`config.mk`:
```
export PLATFORM = sky130hd
export DESIGN_NAME = block_hit_ctrl
export DESIGN_NICKNAME = d
export VERILOG_FILES = /design/src/rtl/block_hit_ctrl.sv
export SDC_FILE = /design/constraint.sdc
export NUM_CORES = 1
export LEC_CHECK = 0
export ABC_AREA = 1
export BUFFER_PORTS_ARGS = -buffer_cell sky130_fd_sc_hd__buf_2
export CORE_AREA = 4 4 71 89
export CTS_BUF_LIST = sky130_fd_sc_hd__clkbuf_16
export CTS_CLUSTER_DIAMETER = 50
export DETAILED_ROUTE_END_ITERATION = 6
export DIE_AREA = 0 0 75 93
export PLACE_DENSITY = 0.77
export SLEW_MARGIN = 30
export SYNTH_ARGS = -nofsm -noshare
export SYNTH_HDL_FRONTEND = slang
export SYNTH_SLANG_ARGS = --single-unit
```
`constraint.sdc`:
```
create_clock -name CLK -period 2.18 [get_ports CLK]
set_input_delay 0.218 -clock CLK [delete_from_list [all_inputs] [get_ports CLK]]
set_output_delay 0.218 -clock CLK [all_outputs]
set_load 0.02 [all_outputs]
```
`src/rtl/block_hit_ctrl.sv`:
```
// rtl/block_hit_ctrl.sv - block-state RAM port A owner: level fill, read-test-clear hits, score/blocks tracking
// Optional BLOCK_HIT_BONUS_EN: the hit that clears the last block also adds LEVEL_BONUS to SCORE.
module block_hit_ctrl #(
  parameter int NUM_BLOCKS  = 73,
  parameter int SCORE_W     = 16,
  parameter int LEVEL_BONUS = 50
) (
  input  logic               CLK,
  input  logic               RESET,
  input  logic               HIT_REQ,
  input  logic [6:0]         HIT_ADDR,
  input  logic               NEW_LEVEL,
  output logic               BUSY,
  output logic               HIT_ACK,
  output logic               HIT_WAS_SET,
  output logic [6:0]         A_ADDR,
  output logic               A_WRITE_ENABLE,
  output logic               A_IN,
  input  logic               A_OUT,
  output logic [SCORE_W-1:0] SCORE,
  output logic [6:0]         BLOCKS_LEFT,
  output logic               LEVEL_CLEAR
);

  typedef enum logic [1:0] {INIT, IDLE, RD, CHK} state_t;
  typedef logic [SCORE_W:0] sum_t;

  localparam sum_t       HIT_INC    = sum_t'(1);
  localparam sum_t       CLEAR_INC  = sum_t'(1 + LEVEL_BONUS);
  localparam logic [6:0] LAST_ADDR  = 7'(NUM_BLOCKS - 1);
  localparam logic [6:0] FULL_COUNT = 7'(NUM_BLOCKS);

  state_t     state;
  logic [6:0] ptr;
  logic [6:0] hit_addr;
  logic       refill_pending;
  logic       take_bonus;
  logic       hit;
  sum_t       score_sum;

`ifdef BLOCK_HIT_BONUS_EN
  assign take_bonus = (BLOCKS_LEFT == 7'd1);
`else
  assign take_bonus = 1'b0;
`endif

  // The count guard keeps BLOCKS_LEFT from wrapping even if the RAM disagrees with it.
  assign hit       = (hit_addr <= LAST_ADDR) && A_OUT && (BLOCKS_LEFT != 7'd0);
  assign score_sum = {1'b0, SCORE} + (take_bonus ? CLEAR_INC : HIT_INC);

  always_ff @(posedge CLK) begin
    if (RESET) begin
      state          <= INIT;
      ptr            <= 7'd0;
      hit_addr       <= 7'd0;
      refill_pending <= 1'b0;
      A_ADDR         <= 7'd0;
      A_WRITE_ENABLE <= 1'b0;
      A_IN           <= 1'b0;
      BUSY           <= 1'b1;
      HIT_ACK        <= 1'b0;
      HIT_WAS_SET    <= 1'b0;
      SCORE          <= '0;
      BLOCKS_LEFT    <= 7'd0;
      LEVEL_CLEAR    <= 1'b0;
    end else begin
      HIT_ACK     <= 1'b0;
      HIT_WAS_SET <= 1'b0;
      if (NEW_LEVEL && state != IDLE) begin
        refill_pending <= 1'b1;
      end
      case (state)
        INIT: begin
          A_ADDR         <= ptr;
          A_WRITE_ENABLE <= 1'b1;
          A_IN           <= 1'b1;
          LEVEL_CLEAR    <= 1'b0;
          if (ptr == LAST_ADDR) begin
            ptr         <= 7'd0;
            BLOCKS_LEFT <= FULL_COUNT;
            BUSY        <= 1'b0;
            state       <= IDLE;
          end else begin
            ptr  <= ptr + 7'd1;
            BUSY <= 1'b1;
          end
        end
        IDLE: begin
          A_WRITE_ENABLE <= 1'b0;
          A_IN           <= 1'b0;
          // A refill outranks a hit; the held request is served once the sweep ends.
          if (refill_pending || NEW_LEVEL) begin
            refill_pending <= 1'b0;
            ptr            <= 7'd0;
            BUSY           <= 1'b1;
            LEVEL_CLEAR    <= 1'b0;
            state          <= INIT;
          end else if (HIT_REQ) begin
            hit_addr    <= HIT_ADDR;
            A_ADDR      <= HIT_ADDR;
            BUSY        <= 1'b1;
            LEVEL_CLEAR <= 1'b0;
            state       <= RD;
          end else begin
            LEVEL_CLEAR <= (BLOCKS_LEFT == 7'd0);
          end
        end
        RD: begin
          A_ADDR         <= hit_addr;
          A_WRITE_ENABLE <= 1'b0;
          state          <= CHK;
        end
        CHK: begin
          HIT_ACK     <= 1'b1;
          HIT_WAS_SET <= hit;
          BUSY        <= 1'b0;
          state       <= IDLE;
          if (hit) begin
            A_WRITE_ENABLE <= 1'b1;
            A_IN           <= 1'b0;
            BLOCKS_LEFT    <= BLOCKS_LEFT - 7'd1;
            SCORE          <= score_sum[SCORE_W] ? '1 : score_sum[SCORE_W-1:0];
            LEVEL_CLEAR    <= (BLOCKS_LEFT == 7'd1);
          end else begin
            LEVEL_CLEAR <= (BLOCKS_LEFT == 7'd0);
          end
        end
      endcase
    end
  end

endmodule
```
==> results of run 1 <==
-- placed cells by master (no fill, tap or decap), types with 4 or more instances in the layout --
cell / instances
nand2_2: 9
clkbuf_16: 5
o21ai_0: 43
a21oi_1: 35
o21ai_1: 6
a31oi_1: 8
xor2_1: 8
nand2_1: 82
nand3_1: 21
inv_1: 42
nor2_1: 30
ha_1: 12
a21oi_2: 9
inv_2: 4
nand4_1: 7
dfxtp_1: 53
buf_2: 47
xnor2_1: 8
-- flip-flops by register name, indices dropped and copies added (netlist names) --
| name | flops |
|---|---|
| A_WRITE_ENABLE | 1 |
| ptr | 7 |
| SCORE | 16 |
| hit_addr | 7 |
| refill_pending | 1 |
| BLOCKS_LEFT | 7 |
| LEVEL_CLEAR | 1 |
| HIT_ACK | 1 |
| BUSY | 1 |
| state | 2 |
| A_IN | 1 |
| HIT_WAS_SET | 1 |
| A_ADDR | 7 |
-- Yosys cell counts, drive strengths merged --
library cell  number  area share
nand2             94        0.13
dfxtp             53        0.36
o21ai             49       0.083
inv               45       0.057
a21oi             44       0.086
nor2              36       0.059
nand3             22       0.041
ha                12       0.051
a31oi              8       0.017
xnor2              8       0.024
xor2               8       0.024
clkbuf             7      0.0089
nand4              7       0.015
buf                5       0.017
nor3               4       0.010
and3               2      0.0042
a21o               1      0.0025
clkinv             1      0.0030
nand3b             1      0.0025
o21a               1      0.0025
-- how the worst max path moves through the flow --
stage                                        to  slack (ns)                   startpoint
after floorplan           SCORE[6]$_SDFFE_PP0P_        0.44  BLOCKS_LEFT[0]$_SDFFE_PP0P_
after global placement      ptr[4]$_SDFFE_PP0P_        0.33        state[1]$_SDFFE_PP0P_
after detailed placement    ptr[4]$_SDFFE_PP0P_        0.28        state[1]$_SDFFE_PP0P_
after CTS                   ptr[4]$_SDFFE_PP0P_        0.23        state[1]$_SDFFE_PP0P_
after global routing        ptr[4]$_SDFFE_PP0P_        0.03        state[1]$_SDFFE_PP0P_
final                       ptr[4]$_SDFFE_PP0P_        0.22        state[1]$_SDFFE_PP0P_
-- cell type report --
type	instances	share of cell area
Clock buffer	5	0.0370
Timing Repair Buffer	50	0.0762
Clock inverter	3	0.0111
Multi-Input combinational cell	297	0.486
Sequential cell	53	0.314
Tap cell	64	0.0237
Inverter	46	0.0525
-- layer usage --
metal | up-vias | track usage
met2 | 60 | 0.358
met5 | - | 0
li1 | 1430 | -
met4 | 0 | 0.0816
met3 | 11 | 0.0355
met1 | 1241 | 0.239
-- power breakdown --
| part | switching (µW) | total, µW | internal, µW |
|---|---|---|---|
| Clock | 340 | 874 | 534 |
| Sequential | 116 | 1250 | 1130 |
| Combinational | 946 | 1400 | 456 |
| Total | 1400 | 3520 | 2120 |
-- cell families after synthesis --
kind of cell / after synthesis / synth area share
compound gates: 103 / 0.191
xor+xnor: 16 / 0.0474
fa+ha+maj: 12 / 0.0508
buf+inv: 58 / 0.0859
flops: 53 / 0.359
simple gates: 166 / 0.266
-- per-stage QoR --
| stage | hold slack (ns) | setup WS [ns] | instance area [µm²] |
|---|---|---|---|
| detailed placement | 0.449 | 0.284 | 3220 |
| global route | 0.246 | 0.0342 | 3380 |
| finish | 0.228 | 0.225 | 3380 |
| CTS | 0.222 | 0.234 | 3380 |
| global placement | 0.447 | 0.331 | 3220 |
| floorplan | 0.318 | 0.443 | 2960 |
-- worst max-delay path: cells and delay by family, from the launching register on --
family | cells | cell delay [ns]
AOI/OAI and AO/OA | 2 | 0.60
adders and majority gates | 1 | 0.21
buffers and inverters | 3 | 0.47
DFF | 1 | 0.38
and+or+nand+nor | 2 | 0.24
==> impl_results.md, run 1 <==
- Status: completed
- Post-route DRC: 0
- # placed instances: 510
- Die H: between 90 and 100 µm
- Register area: 1060 µm²
- Number of synthesis warnings: 0
- CTS sink count: 53
- Reg2Reg Setup Slack: between 0.2 and 0.25 ns
- Met2 WL: 3400 µm
- Max Slew Vio Count: 0
- Worst-Skew Late Latency: 0.29 ns
- Max incr delay on CP: approximately 0.4 ns
- Hold Path Stages: 3
- IO Port Bufs: 47
- RSZ-0062 raised after global routing: false
- DR iter-0 viols: 160
- Critical path peak fanout: 7
- Slew of the pin with the lowest slew margin: 0.574 ns
- CTS H-tree lvls: 2
- Area of the multi-input gates: 1640 µm²
- WL per Instance: roughly 13 µm
- CP required: 2.41 ns
- WP data arrival: between 2 and 2.5 ns
- Vias: 2742
- Vias in the first global route: 2568
- Period Utilization, post-route: 0.897
- First-pass GRT wire length: around 11000 µm
- Final Hold Vio Count: 0
- Die W: 75 µm
- Fmax: 511 MHz
- Slew headroom: 0.617
- Crit-path cells: inv_1 -> ha_1 -> inv_1 -> nor3_2 -> a21oi_1 -> inv_1 -> o21ai_0 -> and3_1
- Synth Instances: 408
- Pwr/cell area: 1040 nW/µm²
- Reg2Reg Depth: 8
- Hold endpoint: hit_addr[0]$_SDFFE_PP0P_
- Post-CTS Resized: 0
- Critical Path End Type: flop
- CTS Buffer Depth: 2
- Min-Delay Path Class: primary input to flop
- Total power draw: 3520 µW
- Antenna Cells: 0
- Met3 Routed Length: 305 µm
- Row cnt: 30
- Detailed Route WL: 6840 µm
- Register area share after synthesis: 0.359
- Most used cell, CP: inv_1
- CP startpoint kind: flop
- FF+latch count, synth: 53
- DP HPWL: 4920 µm
- Min-Delay Startpoint: HIT_ADDR[0]
- DRT Pass-1 Iters: 4
- Min Tclk post-route: about 2.0 ns
- IO Pins: 48
- Max cap viols: 0
- Fin util: 0.621
- Endpoints failing setup: 0
- Clk slew on worst S/H paths: about 0.070 ns
- Core region area: approximately 5400 µm²
- Share of post-route cells with drive strength above 1: 0.200
- Netlist cell types: 33
- Total die area: between 6000 and 7000 µm²
- FF-to-FF Start: state[1]$_SDFFE_PP0P_
- Layout Cells excl Fill: 518
- Routed met1 length: 2990 µm
- Layout area overhead: 14.3%
- Synth Cell Area: 2960 µm²
- Filler instances: 508
- Root buf cell: clkbuf_16
- Slowest cell on crit path: a21oi_1
- Worst vdd ir: between 0.5 and 0.6 mV
- Initial antenna violation count: 0
- Hold bufs inserted after CTS: 0
- GPL Wtd Cong: approximately 0.83
- Initial Util: 0.543
- TritonCTS Buffers: 5
- CTS tree: yes
- Top routing layer in use: met4
- Final clock skew: roughly 0.0044 ns
- Syn nets: 432
- Leakage: 0.00146 µW
- RR Endpoint: ptr[4]$_SDFFE_PP0P_
- Largest net degree at the start of global routing: 32
- Vias per std cell: 5.29
- GRT overflow: 0
- Nets: approximately 480
- Post-route ant nets: 0
- Post-Route Setup TNS: 0 ns
- Setup CP Type: flop to flop
- Setup bufs post-CTS: 0
- Synth Area per Inst: 7.25 µm²
- GRT Util Overall: 0.204
(Power assumes the default switching activity.)
==> run 2: changes to the inputs <==
--- a/config.mk
+++ b/config.mk
@@ -7,12 +7,11 @@
 export LEC_CHECK = 0
 export ABC_AREA = 1
 export BUFFER_PORTS_ARGS = -buffer_cell sky130_fd_sc_hd__buf_2
-export CORE_AREA = 4 4 71 89
+export CORE_AREA = 4 4 103 129
 export CTS_BUF_LIST = sky130_fd_sc_hd__clkbuf_16
 export CTS_CLUSTER_DIAMETER = 50
 export DETAILED_ROUTE_END_ITERATION = 6
-export DIE_AREA = 0 0 75 93
-export PLACE_DENSITY = 0.77
+export DIE_AREA = 0 0 107 133
 export SLEW_MARGIN = 30
 export SYNTH_ARGS = -nofsm -noshare
 export SYNTH_HDL_FRONTEND = slang
==> impl_results.md, run 2 (synthesized netlist as in run 1, its figures left out) <==
- Leakage: 0.00146 µW (+0.17%)
- Antenna Cells: 0 (unchanged)
- Vias in the first global route: 2561 (-0.27%)
- Max reg flops: 16 (unchanged)
- Filler instances: 1344 (+160%)
- Final Hold Vio Count: 0 (unchanged)
- Post-Route Setup TNS: 0 ns (unchanged)
- Most frequent cells in the layout: nand2_1, dfxtp_1, buf_2
- Final clock skew: 0.0117 ns (+0.00729 ns)
- Hold Path Stages: 3 (unchanged)
- Combinational share of power: 0.392 (-0.006)
- DP HPWL: 5510 µm (+12%)
- Layout area overhead: 18.7%
- Status: completed
- WL per Instance: 11.6 µm (-12%)
- Switching share of power: 0.399 (+0.00142)
- Area of the multi-input gates: 1640 µm² (unchanged)
- CTS sink count: 53 (unchanged)
- Slew headroom: 0.605 (-0.0121)
- Post-CTS Resized: 0 (unchanged)
- Slowest cell on crit path: dfxtp_1
- Most common cell after layout, fill and taps aside: nand2_1
- Crit-path cells: inv_1 -> ha_1 -> inv_1 -> nor3_2 -> a21oi_1 -> inv_1 -> o21ai_0 -> and3_1
- Max cap viols: 0 (unchanged)
- WP depth: 8 (unchanged)
- Pre-CTS setup slack: 0.363 ns (+0.0799 ns)
- Root buf cell: clkbuf_16
- Initial antenna violation count: 0 (unchanged)
- Most used cell, CP: inv_1
- Slew of the pin with the lowest slew margin: 0.592 ns (+0.0181 ns)
- CP required: 2.41 ns (about the same)
- GRT Util Overall: 0.103 (-0.102)
- Sequential Power Share: 0.352 (-0.002)
- GRT overflow: 0 (unchanged)
- Fmax: 548 MHz (+7.1%)
- Vias per std cell: 4.42 (-16%)
- Endpoints failing setup: 0 (unchanged)
- TritonCTS Buffers: 5 (unchanged)
- Layout Cells excl Fill: 618 (+19%)
- IO Pins: 48 (unchanged)
- Post-route DRC: 0 (unchanged)
- IO Port Bufs: 47 (unchanged)
- Min Tclk post-route: 1.83 ns (-0.130 ns)
- Vias: 2732 (-0.36%)
- Register area: 1060 µm² (unchanged)
- CP delay by family, top: compound AO/OA/AOI/OAI gates
- Core region area: 12000 µm² (+120%)
- Die W: 107 µm (+43%)
- Max incr delay on CP: 0.38 ns (-0.02 ns)
- Clock Power Share: 0.256 (+0.008)
- GPL Wtd Cong: 0.830 (-0.59%)
- Max Slew Vio Count: 0 (unchanged)
- Worst-Skew Late Latency: 0.30 ns (about the same)
- Pwr/cell area: 1010 nW/µm² (-3.3%)
- Sw power: 1410 µW (+0.82%)
- DR iter-0 viols: 101 (-37%)
- Die H: 133 µm (+43%)
- Row cnt: 45 (+50%)
- Critical path peak fanout: 7 (unchanged)
- Post-route ant nets: 0 (unchanged)
- Clk slew on worst S/H paths: 0.07 ns (about the same)
- Largest net degree at the start of global routing: 32 (unchanged)
- Top reg by flops: SCORE
- Detailed Route WL: 7180 µm (+5.0%)
- Setup CP Type: flop to flop
- Critical Path End Type: flop
- RSZ-0062 raised after global routing: false
- Hold slack: 0.227 ns (-0.000753 ns)
- Worst vdd ir: 0.351 mV (-38%)
- Fin worst setup slack: 0.354 ns (+0.130 ns)
- CP startpoint kind: flop
- Hold bufs inserted after CTS: 0 (unchanged)
- Min-Delay Path Class: primary input to flop
- Fin util: 0.291 (-0.330)
- CTS tree: yes
- Reg2Reg Depth: 8 (unchanged)
- Share of post-route cells with drive strength above 1: 0.203 (+0.00220)
- Setup bufs post-CTS: 0 (unchanged)
- Internal: 2130 µW (+0.22%)
- # placed instances: 610 (+20%)
- CTS H-tree lvls: 2 (unchanged)
- WP data arrival: 2.06 ns (-0.13 ns)
- Initial Util: 0.245 (-0.298)
- First-pass GRT wire length: 12000 µm (+5.9%)
- Critical path buffer and inverter count: 3 (unchanged)
- Period Utilization, post-route: 0.837 (-0.0595)
- Total die area: 14200 µm² (+100%)
- Nets: 477 (unchanged)
- CTS Buffer Depth: 2 (unchanged)
- DRT Pass-1 Iters: 5 (+1)
==> run 2: per-layer routing <==
metal | track usage | up-vias | share of wire | wire length [µm]
met3 | 0.0273 | 5 | 0.045 | 324
met1 | 0.121 | 1242 | 0.44 | 3190
met2 | 0.183 | 60 | 0.50 | 3600
met5 | 0 | - | 0 | 0
met4 | 0.0256 | 0 | 0.011 | 76
li1 | - | 1425 | - | -
==> run 2: final cells by class <==
class,instances,share of cell area
tap,164,0.0584
timing repair buffer,50,0.0734
clock buffer,5,0.0356
multi-input combinational,297,0.468
clock inverter,3,0.0121
inverter,46,0.0506
sequential,53,0.302
==> run 2: through the flow <==
stage	cell area [µm²]	power [µW]
floorplan	2960	2320
global placement	3340	2650
detailed placement	3340	2670
CTS	3510	3580
global route	3510	3820
finish	3510	3540
==> run 2: power groups by stage <==
stage | logic, µW | clock network [µW] | registers [µW]
after detailed placement | 1400 | 0 | 1270
after CTS | 1400 | 935 | 1250
after global routing | 1580 | 972 | 1270
after floorplan | 938 | 0 | 1390
after global placement | 1380 | 0 | 1260
final | 1390 | 905 | 1250
==> run 2: final timing paths <==
kind | start | end | slack (ns)
setup reg to reg | state[1]$_SDFFE_PP0P_ | ptr[3]$_SDFFE_PP0P_ | 0.35
setup / recovery | state[1]$_SDFFE_PP0P_ | ptr[3]$_SDFFE_PP0P_ | 0.35
hold reg to reg | LEVEL_CLEAR$_SDFFE_PP0P_ | LEVEL_CLEAR$_SDFFE_PP0P_ | 0.46
hold / removal | HIT_ADDR[2] | hit_addr[2]$_SDFFE_PP0P_ | 0.23
==> run 2: tightest hold or removal path, cell delays in order <==
cell and delay (ns):
buf_2 0.08, o21ai_0 0.07, a21oi_1 0.10
==> run 3: changes to the inputs <==
==> constraint.sdc (replaced) <==
create_clock -name CLK -period 1.85 [get_ports CLK]
set_input_delay 0.185 -clock CLK [delete_from_list [all_inputs] [get_ports CLK]]
set_output_delay 0.185 -clock CLK [all_outputs]
set_load 0.02 [all_outputs]
==> impl_results.md, run 3 (synthesized netlist as in run 1, its figures left out) <==
- IO Port Bufs: 47 (unchanged)
- RSZ-0062 raised after global routing: false
- Max cap viols: 0 (unchanged)
- Hold slack: 0.188 ns (-0.0392 ns)
- Slew headroom: 0.591 (-0.0142)
- Min-Delay Path Class: primary input to flop
- Share of post-route cells with drive strength above 1: 0.227 (+0.0241)
- Final Hold Vio Count: 0 (unchanged)
- Post-route DRC: 0 (unchanged)
- GPL Wtd Cong: 0.867 (+4.6%)
- Filler instances: 1334 (-0.74%)
- Vias in the first global route: 2583 (+0.86%)
- Sequential Power Share: 0.350 (-0.002)
- Crit-path cells: inv_1 -> ha_1 -> nand2_2 -> nor2_4 -> nor2_4 -> nand2_4 -> nor2_8 -> buf_4 -> o21ai_0 -> a21oi_1
- Slowest cell on crit path: dfxtp_1
- Min Tclk post-route: 1.69 ns (-0.138 ns)
- Most frequent cells in the layout: nand2_1, dfxtp_1, buf_2
- Hold endpoint: hit_addr[5]$_SDFFE_PP0P_
- Worst vdd ir: 0.525 mV (+50%)
- Detailed Route WL: 7600 µm (+5.7%)
- RR Endpoint: SCORE[13]$_SDFFE_PP0P_
- Hold bufs inserted after CTS: 0 (unchanged)
- Hold Path Stages: 3 (unchanged)
- Leakage: 0.00149 µW (+2.0%)
- Core region area: 12000 µm² (unchanged)
- Fmax: 593 MHz (+8.2%)
- Final clock skew: 0.00877 ns (-0.00291 ns)
- Max incr delay on CP: 0.38 ns (about the same)
- Setup CP Type: flop to flop
- Sw power: 1730 µW (+23%)
- Fin util: 0.296 (+0.00498)
- Clk slew on worst S/H paths: 0.07 ns (about the same)
- First-pass GRT wire length: 12300 µm (+2.2%)
- Internal: 2460 µW (+15%)
- Period Utilization, post-route: 0.912 (+0.0748)
- Pwr/cell area: 1170 nW/µm² (+16%)
- Post-Route Setup TNS: 0 ns (unchanged)
- Max Slew Vio Count: 0 (unchanged)
- Total die area: 14200 µm² (unchanged)
- Clock Power Share: 0.234 (-0.022)
- Post-route ant nets: 0 (unchanged)
- DR iter-0 viols: 137 (+36%)
- Row cnt: 45 (unchanged)
- WL per Instance: 12.1 µm (+4.2%)
- Combinational share of power: 0.416 (+0.024)
- CTS sink count: 53 (unchanged)
- CP delay by family, top: simple AND/OR/NAND/NOR gates
- Initial antenna violation count: 0 (unchanged)
- Critical path buffer and inverter count: 2 (-1)
- Min-Delay Startpoint: HIT_ADDR[5]
- Max reg flops: 16 (unchanged)
- WP data arrival: 1.91 ns (-0.15 ns)
- IO Pins: 48 (unchanged)
- Endpoints failing setup: 0 (unchanged)
- Nets: 486 (+1.9%)
- CTS Buffer Depth: 2 (unchanged)
- Vias: 2770 (+1.4%)
- Critical Path End Type: flop
- Root buf cell: clkbuf_16
- Status: completed
- Most used cell, CP: nor2_4
- Antenna Cells: 0 (unchanged)
- CTS tree: yes
- FF-to-FF Start: BLOCKS_LEFT[0]$_SDFFE_PP0P_
- TritonCTS Buffers: 5 (unchanged)
- Reg2Reg Setup Slack: 0.16 ns (-0.19 ns)
- GRT overflow: 0 (unchanged)
- Die H: 133 µm (unchanged)
- Reg2Reg Depth: 10 (+2)
- CP startpoint kind: flop
- Initial Util: 0.245 (unchanged)
- CP required: 2.07 ns (-0.34 ns)
- GRT Util Overall: 0.105 (+0.00189)
- Critical path peak fanout: 9 (+2)
- Largest net degree at the start of global routing: 32 (unchanged)
- Vias per std cell: 4.42 (about the same)
- Slew of the pin with the lowest slew margin: 0.613 ns (+0.0213 ns)
- DRT Pass-1 Iters: 6 (+1)
- Switching share of power: 0.414 (+0.0144)
- DP HPWL: 5770 µm (+4.8%)
- Die W: 107 µm (unchanged)
- Layout area overhead: 20.8%
- Worst-Skew Late Latency: 0.30 ns (about the same)
- CTS H-tree lvls: 2 (unchanged)
- Top reg by flops: SCORE
- Most common cell after layout, fill and taps aside: nand2_1
==> run 3: cell count changes in the layout (fill, tap and decap cells not counted) <==
cell / change
buf_4: +9
ha_1: -2
ha_2: +2
bufinv_16: -1
clkinv_4: +1
dfxtp_1: -1
dfxtp_2: +1
inv_1: -1
inv_2: -1
inv_4: +1
inv_6: +1
o21ai_0: -1
o21ai_1: +1
==> run 3: final cells by class <==
class	count	area [µm²]	share of cell area
well taps	164	205	0.0574
flip-flops and latches	53	1060	0.297
multi-input cells	297	1650	0.461
inverters	46	180	0.0504
clock inverters	3	26.3	0.00736
repair buffers	59	325	0.0911
clock buffers	5	125	0.0350
==> run 3: per-stage QoR <==
stage	instances	instance area (µm²)	total power, µW	setup slack, ns
floorplan	408	2960	2740	0.113
global placement	618	3400	3170	0.0875
detailed placement	618	3400	3200	0.0605
CTS	626	3560	4190	0.0345
global route	627	3570	4500	0.000217
finish	627	3570	4190	0.163
==> run 3: worst min-delay path: cells and delay by family <==
family                 cells  cell delay [ns]
AO/OA/AOI/OAI              2             0.17
buffers and inverters      1             0.08
==> run 3: worst max path at each step <==
stage | from | end | depth (start not counted)
after detailed placement | SCORE[0]$_SDFFE_PP0P_ | SCORE[13]$_SDFFE_PP0P_ | 9
after floorplan | BLOCKS_LEFT[0]$_SDFFE_PP0P_ | SCORE[6]$_SDFFE_PP0P_ | 11
after CTS | SCORE[0]$_SDFFE_PP0P_ | SCORE[13]$_SDFFE_PP0P_ | 9
after global placement | SCORE[0]$_SDFFE_PP0P_ | SCORE[5]$_SDFFE_PP0P_ | 9
after global routing | state[1]$_SDFFE_PP0P_ | A_ADDR[0]$_SDFFE_PP0P_ | 10
final | BLOCKS_LEFT[0]$_SDFFE_PP0P_ | SCORE[13]$_SDFFE_PP0P_ | 10
==> run 3: power by group through the flow <==
stage	clock (µW)	sequential, µW	combinational, µW
CTS	1000	1470	1720
finish	980	1470	1740
detailed placement	0	1490	1710
global route	1060	1490	1950
floorplan	0	1630	1110
global placement	0	1490	1690
==> run 3: timing repair <==
item	4_1_cts	5_1_grt
setup buffers	0	1
endpoints found under the setup margin	0	14
resized for setup	0	5
==> run 3: routing by layer <==
metal / track usage / vias to the layer above / part of all wire
met3: 0.0249 / 4 / 0.039
met4: 0.0220 / 0 / 0.0058
met5: 0 / - / 0
met1: 0.129 / 1277 / 0.47
met2: 0.183 / 51 / 0.49
li1: - / 1438 / -
